**config.mk**
```make
export PLATFORM = sky130hd
export DESIGN_NAME = mem_bus_sequencer
export DESIGN_NICKNAME = d
export VERILOG_FILES = /design/src/rtl/bus_pkg.sv /design/src/rtl/mem_bus_sequencer.sv
export SDC_FILE = /design/constraint.sdc
export NUM_CORES = 1
export LEC_CHECK = 0
export BUFFER_PORTS_ARGS = -buffer_cell sky130_fd_sc_hd__buf_2
export CAP_MARGIN = 20
export CORE_UTILIZATION = 40
export CTS_BUF_LIST = sky130_fd_sc_hd__clkbuf_4 sky130_fd_sc_hd__clkbuf_8
export CTS_CLUSTER_SIZE = 14
export DETAILED_ROUTE_END_ITERATION = 10
export PLACE_DENSITY_LB_ADDON = 0.15
export RECOVER_POWER = 50
export SLEW_MARGIN = 20
export SYNTH_ARGS = -nofsm -noshare
export SYNTH_HDL_FRONTEND = slang
export SYNTH_SLANG_ARGS = --single-unit
```
**constraint.sdc**
```tcl
create_clock -name clk -period 4.3 [get_ports clk]
set_input_delay 0.645 -clock clk [delete_from_list [all_inputs] [get_ports clk]]
set_output_delay 0.645 -clock clk [all_outputs]
set_load 0.005 [all_outputs]
```
**src/rtl/bus_pkg.sv**
```systemverilog
// -----------------------------------------------------------------------------
// bus_pkg
// Shared definitions for the multiplexed 6502 memory bus sequencer:
//   state_e        - sequencer phase encoding (3-bit)
//   OE_DRIVE       - pin enable value while the sequencer drives uio
//   OE_FLOAT       - pin enable value while uio is released / sampled
//   RDATA_TIMEOUT  - read data returned when a wait timeout aborts a read
// -----------------------------------------------------------------------------
package bus_pkg;

    typedef enum logic [2:0] {
        IDLE  = 3'd0,
        ADH   = 3'd1,
        ADL   = 3'd2,
        TURN  = 3'd3,
        RDATA = 3'd4,
        WDATA = 3'd5,
        DONE  = 3'd6
    } state_e;

    localparam logic [7:0] OE_DRIVE      = 8'hFF;
    localparam logic [7:0] OE_FLOAT      = 8'h00;
    localparam logic [7:0] RDATA_TIMEOUT = 8'hFF;

endpackage

```
**src/rtl/mem_bus_sequencer.sv**
```systemverilog
// -----------------------------------------------------------------------------
// mem_bus_sequencer
// Time-multiplexes every core memory access over the 8 shared uio pins as
// ADH phase, ADL phase, then a data phase that may be stretched by ext_wait.
//
// Ports
//   clk, rst              clock, asynchronous active-high reset
//   req, rw, addr, wdata  core request (held until ack); sampled in IDLE
//   ack, rdata, timeout   completion pulse, read data, wait-timeout pulse
//   bus_in/bus_out/bus_oe uio pin input, output and enable paths
//   ale_h, ale_l          address-high / address-low latch strobes
//   rd_n, we_n            active-low read / write strobes
//   ext_wait              external wait request, honoured in the data phase
//   busy                  high whenever the sequencer is not idle
//
// Every pin-facing output is registered: the output decode runs on the
// next state so each strobe changes only on a clock edge, glitch-free.
// -----------------------------------------------------------------------------
module mem_bus_sequencer
    import bus_pkg::*;
#(
    parameter int TURNAROUND = 1,   // 1..3 released cycles before read sampling
    parameter int MAX_WAIT   = 15   // wait cycles tolerated before abort
) (
    input  logic        clk,
    input  logic        rst,
    input  logic        req,
    input  logic        rw,
    input  logic [15:0] addr,
    input  logic [7:0]  wdata,
    output logic        ack,
    output logic [7:0]  rdata,
    output logic        timeout,
    input  logic [7:0]  bus_in,
    output logic [7:0]  bus_out,
    output logic [7:0]  bus_oe,
    output logic        ale_h,
    output logic        ale_l,
    output logic        rd_n,
    output logic        we_n,
    input  logic        ext_wait,
    output logic        busy
);

    localparam logic [3:0] TURN_LAST = 4'(TURNAROUND - 1);
    localparam logic [3:0] WAIT_LAST = 4'(MAX_WAIT);

    state_e      state_q, state_d;
    logic [3:0]  cnt_q, cnt_d;          // shared turnaround / wait counter
    logic [15:0] addr_q, addr_d;
    logic [7:0]  wdata_q, wdata_d;
    logic        rw_q, rw_d;
    logic [7:0]  rdata_q, rdata_d;
    logic        abort_s;               // wait timeout forces DONE this cycle

    logic        ack_q, ack_d;
    logic        timeout_q, timeout_d;
    logic [7:0]  bus_out_q, bus_out_d;
    logic [7:0]  bus_oe_q, bus_oe_d;
    logic        ale_h_q, ale_h_d;
    logic        ale_l_q, ale_l_d;
    logic        rd_n_q, rd_n_d;
    logic        we_n_q, we_n_d;
    logic        busy_q, busy_d;

    // Next-state logic: phase sequencing, request latching, counters, read capture.
    always_comb begin
        state_d = state_q;
        cnt_d   = cnt_q;
        addr_d  = addr_q;
        wdata_d = wdata_q;
        rw_d    = rw_q;
        rdata_d = rdata_q;
        abort_s = 1'b0;
        case (state_q)
            IDLE: begin
                cnt_d = 4'd0;
                if (req) begin
                    state_d = ADH;
                    addr_d  = addr;
                    wdata_d = wdata;
                    rw_d    = rw;
                end else begin
                    state_d = IDLE;
                end
            end
            ADH: begin
                state_d = ADL;
            end
            ADL: begin
                cnt_d = 4'd0;
                if (rw_q) begin
                    state_d = TURN;
                end else begin
                    state_d = WDATA;
                end
            end
            TURN: begin
                if (cnt_q == TURN_LAST) begin
                    state_d = RDATA;
                    cnt_d   = 4'd0;
                end else begin
                    cnt_d = cnt_q + 4'd1;
                end
            end
            RDATA: begin
                if (!ext_wait) begin
                    rdata_d = bus_in;
                    state_d = DONE;
                end else if (cnt_q == WAIT_LAST) begin
                    // MAX_WAIT wait cycles already spent: abort in the cycle
                    // that would otherwise have been the last data cycle.
                    rdata_d = RDATA_TIMEOUT;
                    state_d = DONE;
                    abort_s = 1'b1;
                end else begin
                    cnt_d = cnt_q + 4'd1;
                end
            end
            WDATA: begin
                if (!ext_wait) begin
                    state_d = DONE;
                end else if (cnt_q == WAIT_LAST) begin
                    state_d = DONE;
                    abort_s = 1'b1;
                end else begin
                    cnt_d = cnt_q + 4'd1;
                end
            end
            DONE: begin
                // req may still be high while the core withdraws it; ignore it.
                state_d = IDLE;
                cnt_d   = 4'd0;
            end
            default: begin
                state_d = IDLE;
                cnt_d   = 4'd0;
            end
        endcase
    end

    // Output decode from the next state so pins are registered with the state.
    always_comb begin
        ack_d     = 1'b0;
        timeout_d = 1'b0;
        bus_out_d = 8'h00;
        bus_oe_d  = OE_FLOAT;
        ale_h_d   = 1'b0;
        ale_l_d   = 1'b0;
        rd_n_d    = 1'b1;
        we_n_d    = 1'b1;
        busy_d    = (state_d != IDLE) ? 1'b1 : 1'b0;
        case (state_d)
            ADH: begin
                bus_out_d = addr_d[15:8];
                bus_oe_d  = OE_DRIVE;
                ale_h_d   = 1'b1;
            end
            ADL: begin
                bus_out_d = addr_d[7:0];
                bus_oe_d  = OE_DRIVE;
                ale_l_d   = 1'b1;
            end
            TURN, RDATA: begin
                // Pins released together with rd_n falling; they are only
                // re-driven after DONE/IDLE, well after rd_n has risen.
                rd_n_d = 1'b0;
            end
            WDATA: begin
                bus_out_d = wdata_d;
                bus_oe_d  = OE_DRIVE;
                we_n_d    = 1'b0;
            end
            DONE: begin
                ack_d     = 1'b1;
                timeout_d = abort_s;
            end
            default: begin
                ack_d = 1'b0;
            end
        endcase
    end

    // State, latched request and counter registers.
    always_ff @(posedge clk or posedge rst) begin
        if (rst) begin
            state_q <= IDLE;
            cnt_q   <= 4'd0;
            addr_q  <= 16'h0000;
            wdata_q <= 8'h00;
            rw_q    <= 1'b0;
            rdata_q <= 8'h00;
        end else begin
            state_q <= state_d;
            cnt_q   <= cnt_d;
            addr_q  <= addr_d;
            wdata_q <= wdata_d;
            rw_q    <= rw_d;
            rdata_q <= rdata_d;
        end
    end

    // Registered pin and handshake outputs.
    always_ff @(posedge clk or posedge rst) begin
        if (rst) begin
            ack_q     <= 1'b0;
            timeout_q <= 1'b0;
            bus_out_q <= 8'h00;
            bus_oe_q  <= OE_FLOAT;
            ale_h_q   <= 1'b0;
            ale_l_q   <= 1'b0;
            rd_n_q    <= 1'b1;
            we_n_q    <= 1'b1;
            busy_q    <= 1'b0;
        end else begin
            ack_q     <= ack_d;
            timeout_q <= timeout_d;
            bus_out_q <= bus_out_d;
            bus_oe_q  <= bus_oe_d;
            ale_h_q   <= ale_h_d;
            ale_l_q   <= ale_l_d;
            rd_n_q    <= rd_n_d;
            we_n_q    <= we_n_d;
            busy_q    <= busy_d;
        end
    end

    assign ack     = ack_q;
    assign rdata   = rdata_q;
    assign timeout = timeout_q;
    assign bus_out = bus_out_q;
    assign bus_oe  = bus_oe_q;
    assign ale_h   = ale_h_q;
    assign ale_l   = ale_l_q;
    assign rd_n    = rd_n_q;
    assign we_n    = we_n_q;
    assign busy    = busy_q;

endmodule

```
# Word level (Yosys, flattened, before mapping)
# Index checks and enable logic that the tools add are counted.
dict set report word_totals {
  register_bits 63
  output_inout_bits 31
}
dict set report classes {
  add_sub_neg 1
  eq_ne 15
  mux 28
  bitwise 1
  reduce_logical 9
}
# cell n
set op_table {}
lappend op_table {{8-bit 2-to-1 mux} 5}
lappend op_table {{16-bit 2-to-1 mux} 2}
lappend op_table {{8-bit case mux with 3 select lines} 1}
lappend op_table {{3-bit == test, second input constant} 5}
lappend op_table {{3-bit case mux with 5 select lines} 1}
lappend op_table {{3-bit by 2-bit == test with 1-bit output, second input constant} 4}
lappend op_table {{3-bit 2-to-1 mux} 4}
lappend op_table {{4-bit 2-to-1 mux} 3}
lappend op_table {{4-bit case mux with 3 select lines} 1}
lappend op_table {{1-bit 2-to-1 mux} 11}
lappend op_table {{3-bit by 1-bit == test with 1-bit output, second input constant} 2}
lappend op_table {{4-bit by 1-bit adder with 4-bit output, second input constant} 1}
lappend op_table {{4-bit == test, second input constant} 1}
lappend op_table {{4-bit logical NOT} 1}
lappend op_table {{2-bit by 1-bit != test with 1-bit output, second input constant} 2}
lappend op_table {{2-bit AND reduction} 2}
lappend op_table {{2-bit OR reduction} 2}
lappend op_table {{3-bit logical NOT} 1}
lappend op_table {{3-bit AND reduction} 1}
lappend op_table {{3-bit nonzero test} 1}
lappend op_table {{3-bit OR reduction} 1}
lappend op_table {{2-bit != test, second input constant} 1}
lappend op_table {{1-bit NOT} 1}

# Depth between registers and ports, before layout
# Gate-level depths: netlist of run 1.
dict set report depth {
  word_depth 7
  depth_mapped 8
}

# Worst setup path after synthesis of run 1
# Ideal clock, no wire load.
dict set report synth_path {
  kind {input-to-reg}
  startpoint {input req}
  endpoint {register bus_out_q[3], in the netlist bus_out[3]}
  arrival_ps 1818
  path_slack_ps 2347
  stages 8
  cell_sequence {nor2b_1 -> buf_6 -> nor2b_1 -> buf_6 -> buf_4 -> mux2_2 -> nand2_1 -> o22ai_1}
}
# item line_no
set synth_rtl {}
lappend synth_rtl {{start: declaration} mem_bus_sequencer.sv:27} ;# input logic req,
lappend synth_rtl {{8-bit 2-to-1 mux} mem_bus_sequencer.sv:78} ;# if (req) begin
lappend synth_rtl {{8-bit 2-to-1 mux} mem_bus_sequencer.sv:75} ;# case (state_q)
lappend synth_rtl {{via wdata_d[3]} mem_bus_sequencer.sv:51} ;# logic [7:0] wdata_q, wdata_d;
lappend synth_rtl {{8-bit case mux with 3 select lines} mem_bus_sequencer.sv:153} ;# case (state_d)
lappend synth_rtl {{via bus_out_d[3]} mem_bus_sequencer.sv:58} ;# logic [7:0] bus_out_q, bus_out_d;
lappend synth_rtl {{end signal: assignment} mem_bus_sequencer.sv:218} ;# bus_out_q <= bus_out_d;
lappend synth_rtl {{end: declaration} mem_bus_sequencer.sv:58}
# The timed path passes the listed nets, and every way through them passes these cells.
# A chain may end at the register's enable or synchronous reset.

# Worst setup path in the final report of run 1
dict set report layout_path {
  startpoint {register state_q[0]}
  endpoint {register we_n_q, in the netlist we_n}
}
dict set report layout_via {
  elab_chain_cells 5
}
# item line_no
set layout_lines {}
lappend layout_lines {{start: declaration} mem_bus_sequencer.sv:48} ;# state_e state_q, state_d;
lappend layout_lines {{start signal: assignment} mem_bus_sequencer.sv:194} ;# state_q <= state_d;
lappend layout_lines {{3-bit == test / 3-bit 2-to-1 mux (equally long branches)} {mem_bus_sequencer.sv:75, mem_bus_sequencer.sv:110, mem_bus_sequencer.sv:123}}
lappend layout_lines {{2-bit OR reduction (no line) / 3-bit 2-to-1 mux (equally long branches)} n/a}
lappend layout_lines {{3-bit case mux with 5 select lines (*)} mem_bus_sequencer.sv:75}
lappend layout_lines {{via state_d[0]} mem_bus_sequencer.sv:48}
lappend layout_lines {{3-bit == test (*)} mem_bus_sequencer.sv:153}
lappend layout_lines {{1-bit 2-to-1 mux (*)} mem_bus_sequencer.sv:153}
lappend layout_lines {{via we_n_d} mem_bus_sequencer.sv:63} ;# logic we_n_q, we_n_d;
lappend layout_lines {{end signal: assignment} mem_bus_sequencer.sv:223} ;# we_n_q <= we_n_d;
lappend layout_lines {{end: declaration} mem_bus_sequencer.sv:63}
# Mark *: on every way through the listed nets, which the timed path passes. The rest lies on a longest branch.

==> results of run 1 <==
[logic make-up after synthesis]
group | Yosys count
adders and majority gates | 2
DFF | 48
AOI/OAI and AO/OA | 41
buffers and inverters | 22
and+or+nand+nor | 53
muxes | 18
[Yosys cell counts (5+ instances only)]
library cell and n:
o21ai_0 7, nor2b_1 5, nand2b_1 5, a22oi_1 8, a21oi_1 11, o22ai_1 8, nand2_1 11, dfrtp_1 46
nor2_1 21, mux2_2 17, buf_4 9
[metal layers]
| metal | track usage, % | vias up | wire [um] |
|---|---|---|---|
| met2 | 27.6 | 36 | 2180 |
| met4 | 5.66 | 0 | 51 |
| met3 | 4.61 | 5 | 166 |
| li1 | - | 737 | - |
| met5 | 0 | - | 0 |
| met1 | 21.7 | 736 | 1800 |
[worst register-to-register path: stages, from the launching register on]
cell and delay [ns]:
dfrtp_1 0.58, nor2b_1 0.60, nor2b_2 0.89, or3_4 0.30
nand2b_2 0.17, nand2b_1 0.20
[sequential cells by signal, summed over array words and instances (netlist names)]
signal,flops
addr_q,8
bus_out,8
rdata,8
wdata_q,8
cnt_q,4
state_q,3
ack,1
ale_h,1
ale_l,1
bus_oe,1
busy,1
rd_n,1
rw_q,1
timeout,1
we_n,1
[cells in the final DEF, fill, tap and decap left out]
cell type,Yosys,routed
mux2i_1,1,1
a22oi_1,8,8
inv_1,4,3
nand3_1,4,4
a311o_1,1,1
ha_1,2,2
buf_4,9,1
mux2_2,17,17
o21ai_0,7,7
nand2_1,11,11
nor3b_2,1,1
buf_2,1,59
nand2b_2,1,1
or3_4,1,1
and2_1,1,1
dfrtp_1,46,46
nor2b_2,0,1
o22ai_1,8,8
nand2b_1,5,5
and4_1,1,1
or2_2,1,1
buf_1,0,1
dfstp_2,2,2
nor4_1,1,1
clkbuf_1,4,7
clkbuf_8,0,6
o21ai_1,1,1
a211oi_1,1,1
o31ai_1,1,1
a21oi_1,11,12
nor2_1,21,21
clkinvlp_2,0,1
a32o_1,1,1
nor2b_1,5,4
clkinv_4,0,1
a31oi_1,1,1
[layout make-up]
type	instances	area, sq um	share of cell area (%)
sequential	48	1200	48.7
multi-input combinational	114	743	30.1
timing repair buffer	68	333	13.5
tap	67	83.8	3.39
clock buffer	6	82.6	3.34
inverter	4	16.3	0.658
clock inverter	1	8.76	0.354
[per-stage QoR]
step | instance area [sq um] | instances | total power [mW] | util, % | hold slack, ns
floorplan | 2090 | 184 | 1.28 | - | 0.472
global placement | 2390 | 301 | 1.44 | 49.0 | 0.483
detailed placement | 2390 | 301 | 1.45 | 49.0 | 0.487
CTS | 2480 | 308 | 1.73 | 50.9 | 0.510
global route | 2470 | 308 | 1.84 | 50.6 | 0.524
finish | 2470 | 308 | 1.70 | 50.6 | 0.506
[power breakdown]
group / leakage [nW] / internal, mW / switching (mW)
combinational: 0.504 / 0.325 / 0.351
clock: 0.0473 / 0.128 / 0.145
sequential: 0.578 / 0.646 / 0.105
total: 1.13 / 1.10 / 0.601
[final timing paths]
path | end | cells past startpoint
setup / recovery | we_n | 5
min in group asynchronous | addr_q[7] | 2
hold reg to reg | wdata_q[6] | 1
hold / removal | wdata_q[6] | 1
setup reg to reg | we_n | 5
max in group asynchronous | bus_out[1] | 2
==> impl_metrics.py, run 1 <==
metrics = {
    "outcome": {
        "status": "finished, violations left",
        "violations": "capacitance limit, slew limit",
    },
    "floorplanning": {
        "core_area_sq_um": 4880,
        "pin_count": 68,
        "die_h_um": 74.3,
        "start_util_pct": 42.8,
        "num_rows": 25,
        "die_area_sq_um": 5520,
        "die_x_um": 74.3,
    },
    "setup_path": {
        "path_buf_inv": 0,
        "cp_max_fo": 19,
        "critPathKind": "register to register",
        "critPathSlowestCell": "nor2b_2",
        "crit_family": "simple AND/OR/NAND/NOR gates",
        "critical_path_required_ns": 4.52,
        "cp-startpoint": "state_q[0]",
        "reg2reg_slack_ns": 1.50,
        "critical-path-max-stage-delay_ns": 0.89,
        "cp-start-kind": "register",
        "worst_setup_path_end_kind": "register",
        "worstPathCellList": "nor2b_1 > nor2b_2 > or3_4 > nand2b_2 > nand2b_1",
        "cp.arrival_ns": 3.02,
        "r2r-start": "state_q[0]",
    },
    "route": {
        "via_per_inst": 4.92,
        "drt_pre_antenna_iters": 4,
        "wirelength_mm": 4.20,
        "drc": 0,
        "first_iter_violations": 99,
        "ant_nets": 0,
        "wl_per_cell_um": 13.6,
        "dr_total_vias": 1514,
    },
    "timing": {
        "final.min_clock_period_ns": 2.80,
        "finClkSkew_ns": 0.00824,
        "final-setup-viol-count": 0,
        "max_slew_margin_pct": -37.3,
        "finalCritPeriodShare_pct": 65.1,
        "hold_violations": 0,
        "worstMarginPinSlew_ns": 2.05,
        "fin_ws_ns": 1.50,
        "drv_slew": 49,
        "rsz0062_at_grt": "false",
        "setup_tns_ns": 0,
        "clock.fmax_ghz": 0.357,
    },
    "global_route": {
        "grt_pass1_vias": 1477,
        "grt_pass1_wl_mm": 6.89,
        "grt_overflow": 0,
        "grt_max_degree": 49,
        "antenna_found_initial": 0,
        "track_usage_pct": 16.8,
    },
    "synthesis": {
        "yosysTopAreaCellShare_pct": 55.1,
        "synthTopCellsByArea": "dfrtp_1 (55%), mux2_2 (9.2%), nor2_1 (3.8%), buf_4 (3.2%), a22oi_1 (2.9%)",
        "syn-num-nets": 223,
        "yosys.area_share.simple_pct": 12.6,
        "async_flop_share_pct": 100,
        "synth_compound_area_share_pct": 12.2,
        "synthMuxAreaShare_pct": 9.64,
        "synth_ff_type": "dfrtp_1",
        "synth_area_per_cell_sq_um": 11.4,
        "yosysTopAreaCell": "dfrtp_1",
        "ys_types": 34,
        "ys_ff_latch": 48,
        "synth_top_family_by_area": "simple AND/OR/NAND/NOR gates",
        "ys_warn_count": 0,
        "synth_edf_count": 0,
        "syn_inst": 184,
        "syn_area_sq_um": 2090,
        "synthAdderAreaFrac_pct": 1.20,
        "yosys.area_share.xor_xnor_pct": 0,
        "ys_seq_area_share_pct": 57.6,
    },
    "final_layout": {
        "antenna_cells": 0,
        "synthToLayoutAreaGrowth_pct": 18.3,
        "layout-drive-gt1-share_pct": 38.2,
        "fin_nets": 280,
        "fill_cells": 469,
    },
    "cts": {
        "htree_levels": 2,
        "cts_buffer_depth": 2,
        "hold_buffers": 0,
        "post-cts-setup-buffers": 0,
        "numCtsBuffers": 5,
        "cts_resized": 0,
        "insertion_delay_ns": 0.29,
        "path_clk_slew_ns": 0.09,
        "clkSinkCount": 48,
        "cts_tree": "built",
        "cts_root_buffer": "clkbuf_8",
    },
    "placed_design": {
        "hpwl_mm": 2.93,
        "post-place-ws_ns": 1.37,
        "port_buffers": 67,
        "place_congestion": 0.806,
    },
    "job": {
        "maxCapViolations": 1,
    },
    "min_path": {
        "hold_path_class": "register to register",
        "min_from": "wdata_q[6]",
    },
    "power_and_ir_drop": {
        "power_leakage_nw": 1.13,
        "peakVddDrop_mv": 0.288,
        "p_per_area_nw_per_um2": 688,
    },
}
Power figures use the tool's default switching activity.
==> run 2: changes to the inputs <==
- clock period: 4.3 -> 2.3 ns (I/O delays scaled with it)
==> run 2 against run 1 <==
  * The flow now finishes without violations
  * Critical endpoint unchanged
  * Wire length is 2.3% higher
  * Count of clock-buffer cells in the layout stayed put
  * Hold slack worse by 0.23 ns
  * Combinational power is 100% higher
  * Highest routed layer unchanged
  * Sequential share of layout area is 1.1 points lower
  * First-iteration DRC count is 5.1% lower
  * Global-route usage is 0.13 points higher
  * Flip-flop and latch count stayed put
  * Via count is 1.6% higher
  * Final cell count is 2.3% higher
  * Non-clock buffer count is 6 higher
==> impl_metrics.py, run 2 (synthesis results as in run 1) <==
metrics = {
    "outcome": {
        "status": "finished, final reports clean",
    },
    "timing": {
        "setup_tns_ns": 0,
        "hold_violations": 0,
        "final.min_clock_period_ns": 1.96,
        "drv_slew": 0,
        "fin_ws_ns": 0.345,
        "finClkSkew_ns": 0.00333,
        "max_slew_margin_pct": 22.2,
        "clock.fmax_ghz": 0.511,
        "final-setup-viol-count": 0,
        "rsz0062_at_grt": "false",
        "finalCritPeriodShare_pct": 85.0,
        "worstMarginPinSlew_ns": 1.17,
    },
    "cts": {
        "path_clk_slew_ns": 0.09,
        "cts_root_buffer": "clkbuf_8",
        "htree_levels": 2,
        "cts_resized": 0,
        "post-cts-setup-buffers": 0,
        "hold_buffers": 0,
        "numCtsBuffers": 5,
        "insertion_delay_ns": 0.29,
        "clkSinkCount": 48,
        "cts_tree": "built",
        "cts_buffer_depth": 2,
    },
    "setup_path": {
        "critPathKind": "register to register",
        "cp_max_fo": 10,
        "cp-start-kind": "register",
        "critical_path_required_ns": 2.52,
        "worst_setup_path_end_kind": "register",
        "cp.arrival_ns": 2.18,
    },
    "route": {
        "first_iter_violations": 94,
        "drt_pre_antenna_iters": 4,
        "wl_per_cell_um": 13.6,
        "wirelength_mm": 4.29,
        "dr_total_vias": 1538,
        "ant_nets": 0,
        "via_per_inst": 4.88,
        "drc": 0,
    },
    "power_and_ir_drop": {
        "power_leakage_nw": 1.17,
        "p_per_area_nw_per_um2": 1290,
        "peakVddDrop_mv": 0.561,
    },
    "floorplanning": {
        "core_area_sq_um": 4880,
        "num_rows": 25,
        "start_util_pct": 42.8,
        "pin_count": 68,
        "die_x_um": 74.3,
        "die_area_sq_um": 5520,
        "die_h_um": 74.3,
    },
    "final_layout": {
        "layout_common_cells": "buf_2 (57), dfrtp_1 (46), nor2_1 (21), mux2_2 (17)",
        "fin_nets": 286,
        "mostFrequentLayoutCell": "buf_2",
        "layout-drive-gt1-share_pct": 39.1,
        "antenna_cells": 0,
        "synthToLayoutAreaGrowth_pct": 21.0,
        "utilization_pct": 51.8,
        "fill_cells": 477,
    },
    "global_route": {
        "grt_max_degree": 49,
        "grt_pass1_wl_mm": 6.95,
        "antenna_found_initial": 0,
        "track_usage_pct": 17.0,
        "grt_pass1_vias": 1427,
        "grt_overflow": 0,
    },
    "placed_design": {
        "post-place-ws_ns": 0.379,
        "hpwl_mm": 3.03,
        "place_congestion": 0.828,
        "port_buffers": 67,
    },
    "job": {
        "maxCapViolations": 0,
    },
    "min_path": {
        "hold_path_class": "input port to register",
    },
}
-- run 2: changes by cell type in the layout (fill, tap and decap cells not counted), moves of 2 or more --
cell	previous run	this run
buf_2	59	57
buf_4	1	5
clkbuf_1	7	10
clkinv_2	0	2
-- run 2: power by group --
group / internal (mW) / total [mW] / switching [mW]
sequential: 1.21 / 1.38 / 0.175
combinational: 0.665 / 1.36 / 0.698
clock: 0.240 / 0.516 / 0.275
-- run 2: per-layer routing --
metal	track usage (%)	vias up	wire length (um)	share of wire [%]
met5	0	-	0	0
met4	5.03	0	22	0.51
met3	3.79	2	132	3.1
met2	26.4	32	2110	49
met1	23.9	748	2030	47
li1	-	756	-	-
-- run 2: path summary, 6_finish.rpt --
check	start	to	slack (ns)	depth (start not counted)
max	cnt_q[0]	we_n	0.34	7
min	addr[3]	addr_q[3]	0.28	2
max reg2reg	cnt_q[0]	we_n	0.34	7
min reg2reg	wdata_q[4]	wdata_q[4]	0.51	1
max in group asynchronous	rst	wdata_q[0]	1.18	3
min in group asynchronous	rst	rdata[1]	0.42	3
-- run 2: final cells by class --
class / count / area (sq um) / share of cell area [%]
clock buffer: 6 / 82.6 / 3.27
clock inverter: 2 / 10.0 / 0.396
inverter: 4 / 15.0 / 0.594
multi-input combinational: 114 / 747 / 29.6
sequential: 48 / 1200 / 47.6
tap: 67 / 83.8 / 3.32
timing repair buffer: 74 / 385 / 15.2
-- run 2: critical path: stages, from the launching register on --
cell and delay, ns:
dfrtp_1 0.41, inv_1 0.10, ha_1 0.16, nor3b_2 0.25, a211oi_1 0.11, a311o_1 0.36
nand2b_2 0.30, nand2b_1 0.20
-- run 2: through the flow --
stage                     power [mW]  area, sq um  instances  hold WS [ns]
after floorplan                 2.38         2090        184         0.453
after global placement          2.76         2450        307         0.483
after detailed placement        2.79         2450        307         0.487
after CTS                       3.30         2540        315         0.211
after global routing            3.53         2530        315         0.264
final                           3.26         2530        315         0.277
==> run 3: changes to the inputs <==
- CORE_ASPECT_RATIO: default -> 2
==> run 3 against run 2 <==
  * Clock skew increased by 0.0035 ns
  * Register-to-register slack got worse by 0.04 ns
  * Setup slack got worse by 0.045 ns
  * Non-clock buffer count decreased by 1
  * Sequential share of layout area unchanged
  * Via count increased by 0.85%
  * Global-route usage increased by 1.6 points
  * Count of clock-buffer cells in the layout unchanged
  * First-iteration DRC count decreased by 57%
==> impl_metrics.py, run 3 (synthesis results as in run 1) <==
metrics = {
    "power_and_ir_drop": {
        "internal-power_mw": 2.21,
        "peakVddDrop_mv": 0.753,
        "p_clk_share_pct": 18.8,
        "p_switching_mw": 1.15,
        "power_leakage_nw": 1.19,
        "p_seq_share_pct": 40.8,
        "p_comb_share_pct": 40.4,
        "swShare_pct": 34.3,
        "p_per_area_nw_per_um2": 1330,
    },
    "final_layout": {
        "fill_cells": 481,
        "layout-drive-gt1-share_pct": 40.5,
        "antenna_cells": 0,
        "fin_nets": 285,
        "layout.cells.non_filler": 304,
        "multi_input_area_sq_um": 744,
        "synthToLayoutAreaGrowth_pct": 21.0,
        "mostFrequentLayoutCell": "buf_2",
        "layout_common_cells": "buf_2 (63), dfrtp_1 (46), nor2_1 (21), mux2_2 (17)",
        "regArea_sq_um": 1200,
    },
    "cts": {
        "insertion_delay_ns": 0.30,
        "cts_buffer_depth": 2,
        "path_clk_slew_ns": 0.09,
        "clkSinkCount": 48,
        "numCtsBuffers": 5,
        "htree_levels": 2,
        "hold_buffers": 0,
        "post-cts-setup-buffers": 0,
        "cts_root_buffer": "clkbuf_8",
        "cts_tree": "built",
        "cts_resized": 0,
    },
    "route": {
        "first_iter_violations": 40,
        "drt_pre_antenna_iters": 7,
        "dr_total_vias": 1551,
        "wl_per_cell_um": 14.8,
        "ant_nets": 0,
        "via_per_inst": 5.10,
        "drc": 0,
        "wirelength_mm": 4.51,
    },
    "setup_path": {
        "cp.arrival_ns": 2.23,
        "cp_max_fo": 10,
        "cp-start-kind": "register",
        "worst_setup_path_end_kind": "register",
        "r2r-start": "cnt_q[0]",
        "critPathKind": "register to register",
        "cp-startpoint": "cnt_q[0]",
        "critical_path_required_ns": 2.53,
    },
    "outcome": {
        "status": "finished, final reports clean",
    },
    "timing": {
        "finClkSkew_ns": 0.00685,
        "worstMarginPinSlew_ns": 1.36,
        "hold_violations": 0,
        "final-setup-viol-count": 0,
        "drv_slew": 0,
        "finalCritPeriodShare_pct": 87.0,
        "clock.fmax_ghz": 0.500,
        "timing.hold.ws_ns": 0.267,
        "setup_tns_ns": 0,
        "final.min_clock_period_ns": 2.00,
        "max_slew_margin_pct": 9.25,
        "rsz0062_at_grt": "false",
    },
    "placed_design": {
        "port_buffers": 67,
        "dpl.cell_count": 296,
        "place_congestion": 0.787,
        "hpwl_mm": 3.40,
    },
    "floorplanning": {
        "die_h_um": 104,
        "pin_count": 68,
        "die_x_um": 53.1,
        "start_util_pct": 42.2,
        "num_rows": 36,
        "core_area_sq_um": 4950,
        "die_area_sq_um": 5530,
    },
    "global_route": {
        "antenna_found_initial": 0,
        "grt_overflow": 0,
        "track_usage_pct": 18.5,
        "grt_pass1_vias": 1631,
        "grt_max_degree": 37,
        "grt_pass1_wl_mm": 7.27,
    },
    "min_path": {
        "hold_path_class": "input port to register",
        "min_from": "addr[6]",
    },
    "job": {
        "maxCapViolations": 0,
    },
}
run 3: final timing paths:
path	depth (start not counted)	to	slack (ns)
setup reg to reg	7	we_n	0.30
max in group asynchronous	3	cnt_q[1]	0.65
min in group asynchronous	2	bus_out[1]	0.42
hold reg to reg	1	wdata_q[1]	0.50
hold / removal	2	addr_q[6]	0.27
setup / recovery	7	we_n	0.30
run 3: final cells by class:
cell class,instances,area share (%)
clock buffers,6,3.27
clock inverters,2,1.53
inverters,4,0.594
multi-input cells,114,29.5
flip-flops and latches,48,47.6
well taps,57,2.82
repair buffers,73,14.7
run 3: critical path, cell delays in order (launching register included):
cell      delay, ns
dfrtp_1        0.41
inv_1          0.10
ha_1           0.18
nor3b_2        0.28
a211oi_1       0.12
a311o_1        0.36
nand2b_2       0.30
nand2b_1       0.19
run 3: routing by layer:
layer  track usage (%)  up-vias  routed length (um)
li1                  -      749                   -
met3              3.51        7                 201
met4              7.71        0                  71
met1              17.1      739                1520
met5                 0        -                   0
met2              35.9       56                2720
run 3: stage by stage:
step	worst slack [ns]	power [mW]	area, sq um	utilization (%)
2_1_floorplan	0.518	2.38	2090	-
3_3_place_gp	0.216	2.75	2410	48.7
3_5_place_dp	0.217	2.78	2410	48.7
4_1_cts	0.283	3.42	2540	51.2
5_1_grt	0.170	3.61	2530	51.0
6_report	0.300	3.36	2530	51.0
run 3: power groups by stage:
stage / Combinational (mW) / Clock, mW / Sequential (mW)
after floorplan: 0.995 / 0 / 1.39
after global placement: 1.37 / 0 / 1.38
after detailed placement: 1.39 / 0 / 1.39
after CTS: 1.39 / 0.654 / 1.38
after global routing: 1.52 / 0.678 / 1.42
final: 1.36 / 0.631 / 1.37
